--- src/rtl/parity_frame_ctrl.sv ---
// parity_frame_ctrl: serialises DATA_W-bit words LSB first onto a one-bit
// stream and appends one parity bit per word. Back-to-back words run with no
// idle beat between frames.
//
// Handshakes: a transfer happens on a rising clk edge where valid && ready are
// both high. Once ser_valid is high, ser_out and ser_is_par hold steady until
// the beat is consumed. in_ready is high in IDLE, and in PARITY it follows
// ser_ready, so a new word can load on the same edge that consumes the parity
// bit.
module parity_frame_ctrl #(
  parameter int DATA_W     = 8,
  parameter bit ODD_PARITY = 1'b0
) (
  input  logic              clk,
  input  logic              rst,
  input  logic [DATA_W-1:0] in_data,
  input  logic              in_valid,
  output logic              in_ready,
  output logic              ser_out,
  output logic              ser_valid,
  input  logic              ser_ready,
  output logic              ser_is_par,
  output logic              frame_done,
  output logic              busy
);

  localparam int CNT_W = $clog2(DATA_W) + 1;
  localparam logic [CNT_W-1:0] LAST_BIT = CNT_W'(DATA_W - 1);

  typedef enum logic [1:0] {
    IDLE   = 2'd0,
    SHIFT  = 2'd1,
    PARITY = 2'd2
  } state_t;

  state_t            state, state_nxt;
  logic [DATA_W-1:0] shreg, shreg_nxt;
  logic [CNT_W-1:0]  cnt, cnt_nxt;
  logic              acc, acc_nxt;
  logic              done_nxt;

  // The serial outputs decode registered state only, so they cannot change
  // while a beat is stalled.
  assign ser_valid  = (state != IDLE);
  assign ser_is_par = (state == PARITY);
  assign busy       = (state != IDLE);
  assign ser_out    = (state == SHIFT)  ? shreg[0] :
                      (state == PARITY) ? acc      : 1'b0;

  // Next-state, datapath update and in_ready. Defaults hold every register.
  always_comb begin
    state_nxt = state;
    shreg_nxt = shreg;
    cnt_nxt   = cnt;
    acc_nxt   = acc;
    done_nxt  = 1'b0;
    in_ready  = 1'b0;
    case (state)
      IDLE: begin
        in_ready = 1'b1;
        if (in_valid) begin
          shreg_nxt = in_data;
          cnt_nxt   = '0;
          acc_nxt   = ODD_PARITY;
          state_nxt = SHIFT;
        end
      end
      SHIFT: begin
        if (ser_ready) begin
          acc_nxt   = acc ^ shreg[0];
          shreg_nxt = shreg >> 1;
          cnt_nxt   = cnt + CNT_W'(1);
          if (cnt == LAST_BIT) begin
            state_nxt = PARITY;
          end
        end
      end
      PARITY: begin
        in_ready = ser_ready;
        if (ser_ready) begin
          done_nxt = 1'b1;
          if (in_valid) begin
            // The next word loads on this same edge, so its bit 0 follows
            // the parity beat with no bubble.
            shreg_nxt = in_data;
            cnt_nxt   = '0;
            acc_nxt   = ODD_PARITY;
            state_nxt = SHIFT;
          end else begin
            state_nxt = IDLE;
          end
        end
      end
      default: begin
        state_nxt = IDLE;
      end
    endcase
  end

  // State and datapath registers. Reset aborts any frame in progress.
  always_ff @(posedge clk or posedge rst) begin
    if (rst) begin
      state      <= IDLE;
      shreg      <= '0;
      cnt        <= '0;
      acc        <= 1'b0;
      frame_done <= 1'b0;
    end else begin
      state      <= state_nxt;
      shreg      <= shreg_nxt;
      cnt        <= cnt_nxt;
      acc        <= acc_nxt;
      frame_done <= done_nxt;
    end
  end

endmodule

--- config.mk ---
export PLATFORM = sky130hd
export DESIGN_NAME = parity_frame_ctrl
export DESIGN_NICKNAME = d
export VERILOG_FILES = /design/src/rtl/parity_frame_ctrl.sv
export SDC_FILE = /design/constraint.sdc
export NUM_CORES = 1
export LEC_CHECK = 0
export CAP_MARGIN = 20
export CORE_MARGIN = 1
export CORE_UTILIZATION = 44
export DETAILED_ROUTE_END_ITERATION = 8
export PLACE_DENSITY = 0.78
export SYNTH_ARGS = -nofsm -noshare
export SYNTH_HDL_FRONTEND = slang
export SYNTH_SLANG_ARGS = --single-unit
--- constraint.sdc ---
create_clock -name clk -period 1.56 [get_ports clk]
set_clock_uncertainty 0.2 [all_clocks]
set_input_delay 0.312 -clock clk [delete_from_list [all_inputs] [get_ports clk]]
set_output_delay 0.312 -clock clk [all_outputs]
set_load 0.005 [all_outputs]
==> results of run 1 <==
==> report_power, final <==
group          internal [mW]  switching (mW)
logic                  0.722           0.466
clock network          0.142           0.138
registers              0.565           0.111
total                   1.43           0.716
==> path summary, 6_finish.rpt <==
kind                           from  endpoint  slack (ps)
max                        state[1]  shreg[3]        -260
min                             rst  shreg[4]         120
max reg2reg                state[1]  shreg[3]        -260
min reg2reg                  cnt[0]    cnt[0]         320
max in group asynchronous       rst  shreg[1]         840
min in group clk             cnt[0]    cnt[0]         320
==> final cells by class <==
class,instances,area share [%]
tap,25,2.35
clock buffer,4,2.72
timing repair buffer,44,28.4
inverter,4,1.13
sequential,16,30.0
multi-input combinational,52,35.4
==> metal layers <==
metal	track usage, %	share of wire (%)	vias to the layer above
li1	-	-	356
met1	25.2	42	360
met2	43.4	54	21
met3	5.10	3.1	5
met4	8.24	1.5	0
met5	0	0	-
==> synth_stat cells (all sizes together) (2+ instances only) <==
cell type / n
buf: 3
inv: 4
mux2i: 3
nand2: 4
a211o: 3
nor2: 2
a21oi: 2
nor2b: 2
and3: 2
nand2b: 5
o22ai: 2
a211oi: 3
mux2: 12
dfrtp: 16
nor3: 3
==> cells in the final DEF (no fill, tap or decap), types with 4 or more instances in the layout <==
master	instances
mux2_2	6
inv_1	4
buf_4	20
mux2_4	6
dfrtp_1	16
buf_2	4
buf_6	8
clkdlybuf4s50_1	10
nand2_1	4
==> timing repair <==
action                                  CTS  global route
endpoints found under the setup margin   18            18
gates resized for setup                  44             1
cloned                                    0             0
setup buffers                             9             1
pin swaps                                 7             3
==> flip-flops by register name, indices dropped and copies added, names as in the netlist <==
signal and count:
cnt 4, state 2, acc 1, frame_done 1, shreg 8
==> logic make-up (layout without fill, tap and decap cells) <==
kind of cell	Yosys count	in the layout
mux	15	15
compound gates	12	12
buf+inv	8	52
fa+ha+maj	1	1
flops	16	16
simple gates	24	24
==> stage by stage <==
stage,worst slack [ps],util [%]
finish,-264,74.7
global route,-337,74.7
CTS,-256,74.7
detailed placement,-551,65.7
global placement,-530,65.7
floorplan,-108,-
==> critical path, stage by stage (launching register included) <==
cell and delay [ps]:
dfrtp_1 440, buf_6 140, buf_6 100, nand2b_4 140, a211oi_4 200, buf_6 170, mux2_4 300
==> impl_metrics.toml, run 1 <==
[status]
status = "complete, but fails checks"
violations = "negative setup slack"

[power]
vdd_drop_max_mv = 1.06
leakage_nw = 0.676
finalPower_mw = 2.15
power_density_nw_per_um2 = 1610

[sta]
hold_ws_ps = 121
worstMarginPinSlew_ps = 533
finalCriticalPeriod_ps = 1820
setup_ws_ps = -264
fin_crit_sh_pct = 117
tns_ps = -3330
rsz0062_at_grt = "true"
slew_violations = 0
clock.fmax_mhz = 548
finalSetupViolations = 18
finalHoldViolCount = 0
max_slew_margin_pct = 64.0

[yosys]
synth.area.top_cells = "dfrtp_1 (47%), mux2_2 (16%), mux2i_1 (3.5%)"
avgSynthCellArea_um2 = 11.3
synth_simple_gate_area_share_pct = 16.9
synthMuxAreaShare_pct = 19.2
ys_ff_latch = 16
synth_xor_xnor_area_share_pct = 0
post-synth-top-area-cell = "dfrtp_1"
synth_compound_area_share_pct = 11.2
synth_warnings = 0
synthDominantCellAreaShare_pct = 46.5
ys_seq_area_share_pct = 46.5
syn_inst = 76
synthesis.nets = 89
synth_ff_type = "dfrtp_1"
synth_enable_flop_cells = 0
synth_adder_area_share_pct = 1.45
syn_area_um2 = 861
synth_top_family_by_area = "multiplexers"
synthArstFlopShare_pct = 100
synth.distinct_cells = 27

[cells_and_area]
multiInputGateArea_um2 = 472
drive_gt1_share_pct = 46.7
seq_area_um2 = 400
layout.nets = 134
syn_to_final_growth_pct = 54.8
fill_cells = 119
antenna_cells = 0
final_area_um2 = 1330
layout.cells.non_filler = 145

[global_routing]
grt_start_max_net_pins = 17
grtUsageTotal_pct = 23.2
grt_pass1_wl_um = 3370
gr-total-overflow = 0
antenna_found_initial = 0
grt_pass1_vias = 783

[placement]
io_buffers = 17
gp_congestion = 0.813
dpl.cell_count = 132
dpl.hpwl_um = 1340
postPlaceCellArea_um2 = 1170

[cts]
cts_root_buf = "clkbuf_4"
clk_latency_ps = 290
cts.sinks = 16
cts_buffers = 3
cts_tree = "yes"
h-tree-depth = 1
ctsHoldBuffers = 0
cts_buffer_depth = 2
clkTransAtPathRegs_ps = 100

[floorplanning]
ioPinCount = 18
die_x_um = 46.2
initial_core_util_pct = 48.3
core_area_um2 = 1780
die_area_um2 = 2140
rows = 15
die_y_um = 46.2

[route]
vias = 742
wl_per_cell_um = 14.5
wl_um = 2110
drtPass1Iterations = 5
route.detailed.drc = 0
viasPerCell = 5.12
ant_nets = 0
drt-initial-drc-count = 23

[worst_setup_path]
required_ps = 1540
endpoint_kind = "flop"
r2r.worst_path.cells = 6
arrival_ps = 1800
critical_path_class = "reg2reg"
cp_max_fo = 7
startpoint_type = "flop"

[worst_hold_path]
worstHoldPathType = "in2async"

[job]
cap_violations = 0
No activity file was read; power rests on OpenSTA's default activity.
==> run 2: changes to the inputs <==
- CORE_UTILIZATION: 44 -> 50
- GPL_ROUTABILITY_DRIVEN: unset -> 0
- clock period: 1.56 -> 2.22 ns (I/O delays scaled with it)
==> impl_metrics.toml, run 2 (same netlist as run 1, synthesis figures left out) <==
[cells_and_area]
final_cell_mix = "dfrtp_1 (14), clkdlybuf4s50_1 (14), mux2_2 (12)"
antenna_cells = 0
layout.nets = 116
syn_to_final_growth_pct = 33.6
top_register = "shreg"
fill_cells = 124
seq_area_um2 = 403
drive_gt1_share_pct = 31.4
top_regs = "shreg (8), cnt (4), state (2)"
largest_reg_flops = 8
multiInputGateArea_um2 = 434

[cts]
cts_root_buf = "clkbuf_4"
cts_buffer_depth = 2
cts_buffers = 3
clkTransAtPathRegs_ps = 100
clk_latency_ps = 290
h-tree-depth = 1
ctsHoldBuffers = 0
cts.sinks = 16
cts_tree = "yes"

[global_routing]
grt_pass1_wl_um = 2770
gr-total-overflow = 0
antenna_found_initial = 0
grt_start_max_net_pins = 17
grtUsageTotal_pct = 20.0
grt_pass1_vias = 649

[power]
power_frac_comb_pct = 47.8
p_seq_share_pct = 37.0
power_switching_uw = 436
swShare_pct = 33.2
power_density_nw_per_um2 = 1140
leakage_nw = 0.569
vdd_drop_max_mv = 0.819
p_int_uw = 879
clkPwrFrac_pct = 15.2
finalPower_mw = 1.32

[route]
drt-initial-drc-count = 6
drtPass1Iterations = 5
vias = 649
highest_layer = "met4"
viasPerCell = 5.50
met3_wirelength_um = 61
ant_nets = 0
wl_per_cell_um = 13.8
wl_um = 1630
route.detailed.drc = 2
met2_length_um = 789
wl_met1_um = 741

[floorplanning]
initial_core_util_pct = 55.2
ioPinCount = 18
core_area_um2 = 1560
die_y_um = 43.5
die_x_um = 43.5
die_area_um2 = 1890
rows = 14

[worst_hold_path]
worstHoldPathType = "in2async"

[sta]
worstMarginPinSlew_ps = 624
finalHoldViolCount = 0
tns_ps = 0
finalCriticalPeriod_ps = 2170
max_slew_margin_pct = 58.4
fin_crit_sh_pct = 97.9
slew_violations = 0
finalSetupViolations = 0
clock.fmax_mhz = 460

[status]
violations = "design-rule violations"
status = "complete, but fails checks"

[worst_setup_path]
required_ps = 1580
reg2reg_setup_slack_ps = 420
cp_cell_sequence = "or2_2 > clkdlybuf4s50_1"
path_delay_family = "flip-flops"
cpMaxStageDelayCell = "dfrtp_2"
slowest_delay_ps = 470
critical_path_class = "reg2out"
worst-path-buf-inv = 1
arrival_ps = 1530
startpoint_type = "flop"
cp_max_fo = 7
endpoint_kind = "output pin"
worstReg2RegStart = "state[1]"
r2r.worst_path.cells = 5
r2r_end = "shreg[6]"

[placement]
io_buffers = 17
dpl.hpwl_um = 1160

[job]
cap_violations = 0
==> run 2: cell count changes in the layout (fill, tap and decap cells not counted), moves of 4 or more <==
cell,before,now
clkdlybuf4s50_1,10,14
buf_6,8,0
buf_4,20,9
mux2_2,6,12
mux2_4,6,0
buf_2,4,0
==> run 2: per-stage QoR <==
step           instance area (um^2)  setup slack [ps]  hold slack (ps)  util (%)  std cells
5_1_grt                        1150             -3.65              341      73.8        118
3_5_place_dp                   1070              -157              296      68.6        111
4_1_cts                        1130             -1.20              318      72.6        117
3_3_place_gp                   1070              -152              287      68.6        111
6_report                       1150              45.6              314      73.8        118
2_1_floorplan                   861               455              158         -         76
==> run 2: timing repair <==
item	CTS	global route
endpoints found under the hold margin	0	0
endpoints found under the setup margin	2	3
resized for setup	6	3
buffers inserted	2	1
pin swaps	0	0
==> run 2: worst max path at each step <==
stage	startpoint	endpoint	slack, ps	depth (start not counted)
6_report	state[0]	ser_valid	50	2
5_1_grt	state[0]	busy	-4	2
4_1_cts	state[0]	in_ready	-1	3
3_5_place_dp	ser_ready	in_ready	-160	4
3_3_place_gp	ser_ready	in_ready	-150	4
2_1_floorplan	ser_ready	shreg[1]	460	4
==> run 2: metal layers <==
layer  up-vias  track usage, %
met5         -               0
met4         0            11.3
met3         6            2.50
met2        18            33.0
met1       302            25.3
li1        323               -
==> run 2: cell type report <==
class / instances / area share (%)
well taps: 16 / 1.74
clock buffers: 4 / 3.16
inverters: 4 / 1.31
repair buffers: 26 / 21.0
flip-flops and latches: 16 / 35.0
multi-input cells: 52 / 37.8
==> run 2: power groups by stage <==
stage	logic [mW]	registers, mW	clock network [mW]
5_1_grt	0.693	0.506	0.209
6_report	0.628	0.487	0.200
2_1_floorplan	0.437	0.466	0
3_5_place_dp	0.611	0.491	0
4_1_cts	0.625	0.486	0.206
3_3_place_gp	0.597	0.482	0
==> run 2: worst register-to-register path: stages, from the launching register on <==
cell,delay (ps)
dfrtp_2,450
buf_4,150
nand2b_4,140
a211oi_4,230
buf_4,190
mux2_2,340
==> patch, RTL diff (settings of run 2) <==
`ODD_PARITY`: 1'b0 -> 1'b1.
--- a/src/rtl/parity_frame_ctrl.sv
+++ b/src/rtl/parity_frame_ctrl.sv
@@ -11,3 +11,3 @@
   parameter int DATA_W     = 8,
-  parameter bit ODD_PARITY = 1'b0
+  parameter bit ODD_PARITY = 1'b1
 ) (
Behaviour: not the same (Yosys sat finds a counterexample within 10 cycles, from zero or initial values and one cycle with rst high).
==> patch against run 2 <==
Global-route usage is 0.17 points lower. Utilization is 4.2 points lower. Sequential power is 3% lower. Sequential cell count stayed put. Count of clock-buffer cells in the layout is 1 lower. Setup slack better by 0.041 ns. Power is 5.5% lower. Hold slack better by 0.0021 ns. Area after synthesis is 5.5% higher. Design area is 3.4% higher. Routed wire length is 1.9% higher. Critical path depth is 2 higher. Critical endpoint unchanged.
==> patch: results (changes against run 2) <==
<table>
<tr><th>Metric</th><th>Value</th></tr>
<tr><th colspan="2">Layout</th></tr>
<tr><td>Largest registers</td><td>shreg x8, cnt x4, state x2</td></tr>
<tr><td>Antenna diodes</td><td>0 (unchanged)</td></tr>
<tr><td>Number of nets in the final layout</td><td>119 (+2.6%)</td></tr>
<tr><td>Number of filler cells placed in the layout</td><td>132 (+6.5%)</td></tr>
<tr><td>Ratio of cells with drive above 1 in the final layout</td><td>35.6% (+4.2 points)</td></tr>
<tr><th colspan="2">Synth</th></tr>
<tr><td>Count of flip-flops with a built-in enable after synthesis</td><td>0 (unchanged)</td></tr>
<tr><td>Post-synth top cells</td><td>sky130_fd_sc_hd__dfrtp_1, sky130_fd_sc_hd__mux2_4, sky130_fd_sc_hd__mux2_2, sky130_fd_sc_hd__inv_1, sky130_fd_sc_hd__nand2b_1</td></tr>
<tr><td>Seq/Total Area, Yosys</td><td>44.1% (-2.4 points)</td></tr>
<tr><td>Synth async-reset ratio</td><td>100% (unchanged)</td></tr>
<tr><td>Number of unique standard cell types used by synthesis</td><td>32 (+19%)</td></tr>
<tr><td>Synth top area cells</td><td>sky130_fd_sc_hd__dfrtp_1, sky130_fd_sc_hd__mux2_4, sky130_fd_sc_hd__mux2_2, sky130_fd_sc_hd__nand2b_1, sky130_fd_sc_hd__buf_4</td></tr>
<tr><td>Number of nets produced by synthesis</td><td>89 (unchanged)</td></tr>
<tr><th colspan="2">Timing</th></tr>
<tr><td>Worst rel slew slack</td><td>60.8% (+2.5 points)</td></tr>
<tr><th colspan="2">Status</th></tr>
<tr><td>Status</td><td>completed</td></tr>
<tr><th colspan="2">Pwr</th></tr>
<tr><td>Net switching component of the power</td><td>377 uW (-14%)</td></tr>
<tr><td>Worst supply voltage drop on vdd</td><td>555 uV (-32%)</td></tr>
<tr><td>Leakage power total</td><td>0.546 nW (-4.0%)</td></tr>
<tr><th colspan="2">Clock tree</th></tr>
<tr><td>Clock-pin slew on the worst setup and hold paths</td><td>0.08 ns (-0.02 ns)</td></tr>
<tr><td>H-Tree Depth</td><td>1 (unchanged)</td></tr>
<tr><th colspan="2">Global route</th></tr>
<tr><td>Total track usage</td><td>19.8% (-0.17 points)</td></tr>
<tr><td>Global-route wire length before repair</td><td>2750 um (-0.47%)</td></tr>
<tr><th colspan="2">Routing</th></tr>
<tr><td>Number of iterations in the first detailed-routing pass</td><td>4 (-1)</td></tr>
<tr><td>Via total after detailed routing</td><td>658 (+1.4%)</td></tr>
<tr><td>Iteration-0 DRC count of the detailed router</td><td>12 (+6)</td></tr>
<tr><td>Per-cell routed wire length</td><td>12.9 um (-6.8%)</td></tr>
<tr><th colspan="2">Worst hold path</th></tr>
<tr><td>Class of the tightest hold or removal check</td><td>primary input to asynchronous set/reset pin</td></tr>
<tr><th colspan="2">Place</th></tr>
<tr><td>Final HPWL DP</td><td>1190 um (+1.9%)</td></tr>
<tr><th colspan="2">Setup path</th></tr>
<tr><td>Worst-path maximum fanout</td><td>8 (+1)</td></tr>
</table>
-- patch: metrics by stage --
step	worst slack [ns]	instance area, sq um	setup TNS [ns]	total power, mW	std cells
after floorplan	0.589	908	0	0.908	76
after global placement	-0.0156	1120	-0.0156	1.05	120
after detailed placement	-0.0247	1120	-0.0247	1.07	120
after CTS	0.0213	1170	0	1.24	128
after global routing	0.0327	1190	0	1.33	129
final	0.0865	1190	0	1.24	129
-- patch: final timing paths --
kind / depth (start not counted) / end / start / slack, ns
max: 4 / ser_valid / state[0]$_DFFE_PP0P_ / 0.09
min: 2 / shreg[4]$_DFFE_PP0P_ / rst / 0.32
max reg2reg: 5 / shreg[5]$_DFFE_PP0P_ / state[0]$_DFFE_PP0P_ / 0.35
min reg2reg: 1 / shreg[3]$_DFFE_PP0P_ / shreg[3]$_DFFE_PP0P_ / 0.32
max in group asynchronous: 2 / state[0]$_DFFE_PP0P_ / rst / 1.09
min in group clk: 1 / shreg[3]$_DFFE_PP0P_ / shreg[3]$_DFFE_PP0P_ / 0.32
-- patch: layer usage --
metal / track usage, % / share of wire (%)
met1: 22.0 / 42
met2: 35.3 / 53
met3: 6.12 / 4.0
met4: 7.27 / 0.66
met5: 0 / 0
-- patch: repair_timing --
action | 4_1_cts | 5_1_grt
gates resized for setup | 8 | 4
buffers inserted | 5 | 1
hold endpoints to repair | 0 | 0
hold buffers | 0 | 0
pin swaps | 0 | 0
endpoints found under the setup margin | 4 | 4
-- patch: final cells by class --
type / instances / area share [%]
clock buffers: 3 / 1.89
repair buffers: 30 / 22.3
inverters: 4 / 1.26
multi-input cells: 51 / 38.0
well taps: 25 / 2.63
flip-flops and latches: 16 / 33.9
-- patch: cells by family (layout without fill, tap and decap cells) --
logic type,Yosys count,count (layout),synth area share (%)
compound gates,12,12,11.0
fa+ha+maj,1,1,1.38
buf+inv,9,37,6.61
flops,16,16,44.1
mux,15,15,21.8
simple gates,23,23,15.2
-- patch: worst max-delay path, stage by stage (launching register included) --
cell	delay (ns)
sky130_fd_sc_hd__dfrtp_2	0.41
sky130_fd_sc_hd__buf_4	0.14
sky130_fd_sc_hd__buf_4	0.15
sky130_fd_sc_hd__or2_2	0.30
sky130_fd_sc_hd__clkdlybuf4s15_1	0.21
-- patch: power groups by stage --
stage	Clock (mW)	Sequential (mW)	Combinational [mW]
2_1_floorplan	0	0.462	0.446
3_3_place_gp	0	0.482	0.567
3_5_place_dp	0	0.488	0.581
4_1_cts	0.155	0.474	0.615
5_1_grt	0.163	0.487	0.685
6_report	0.144	0.473	0.625
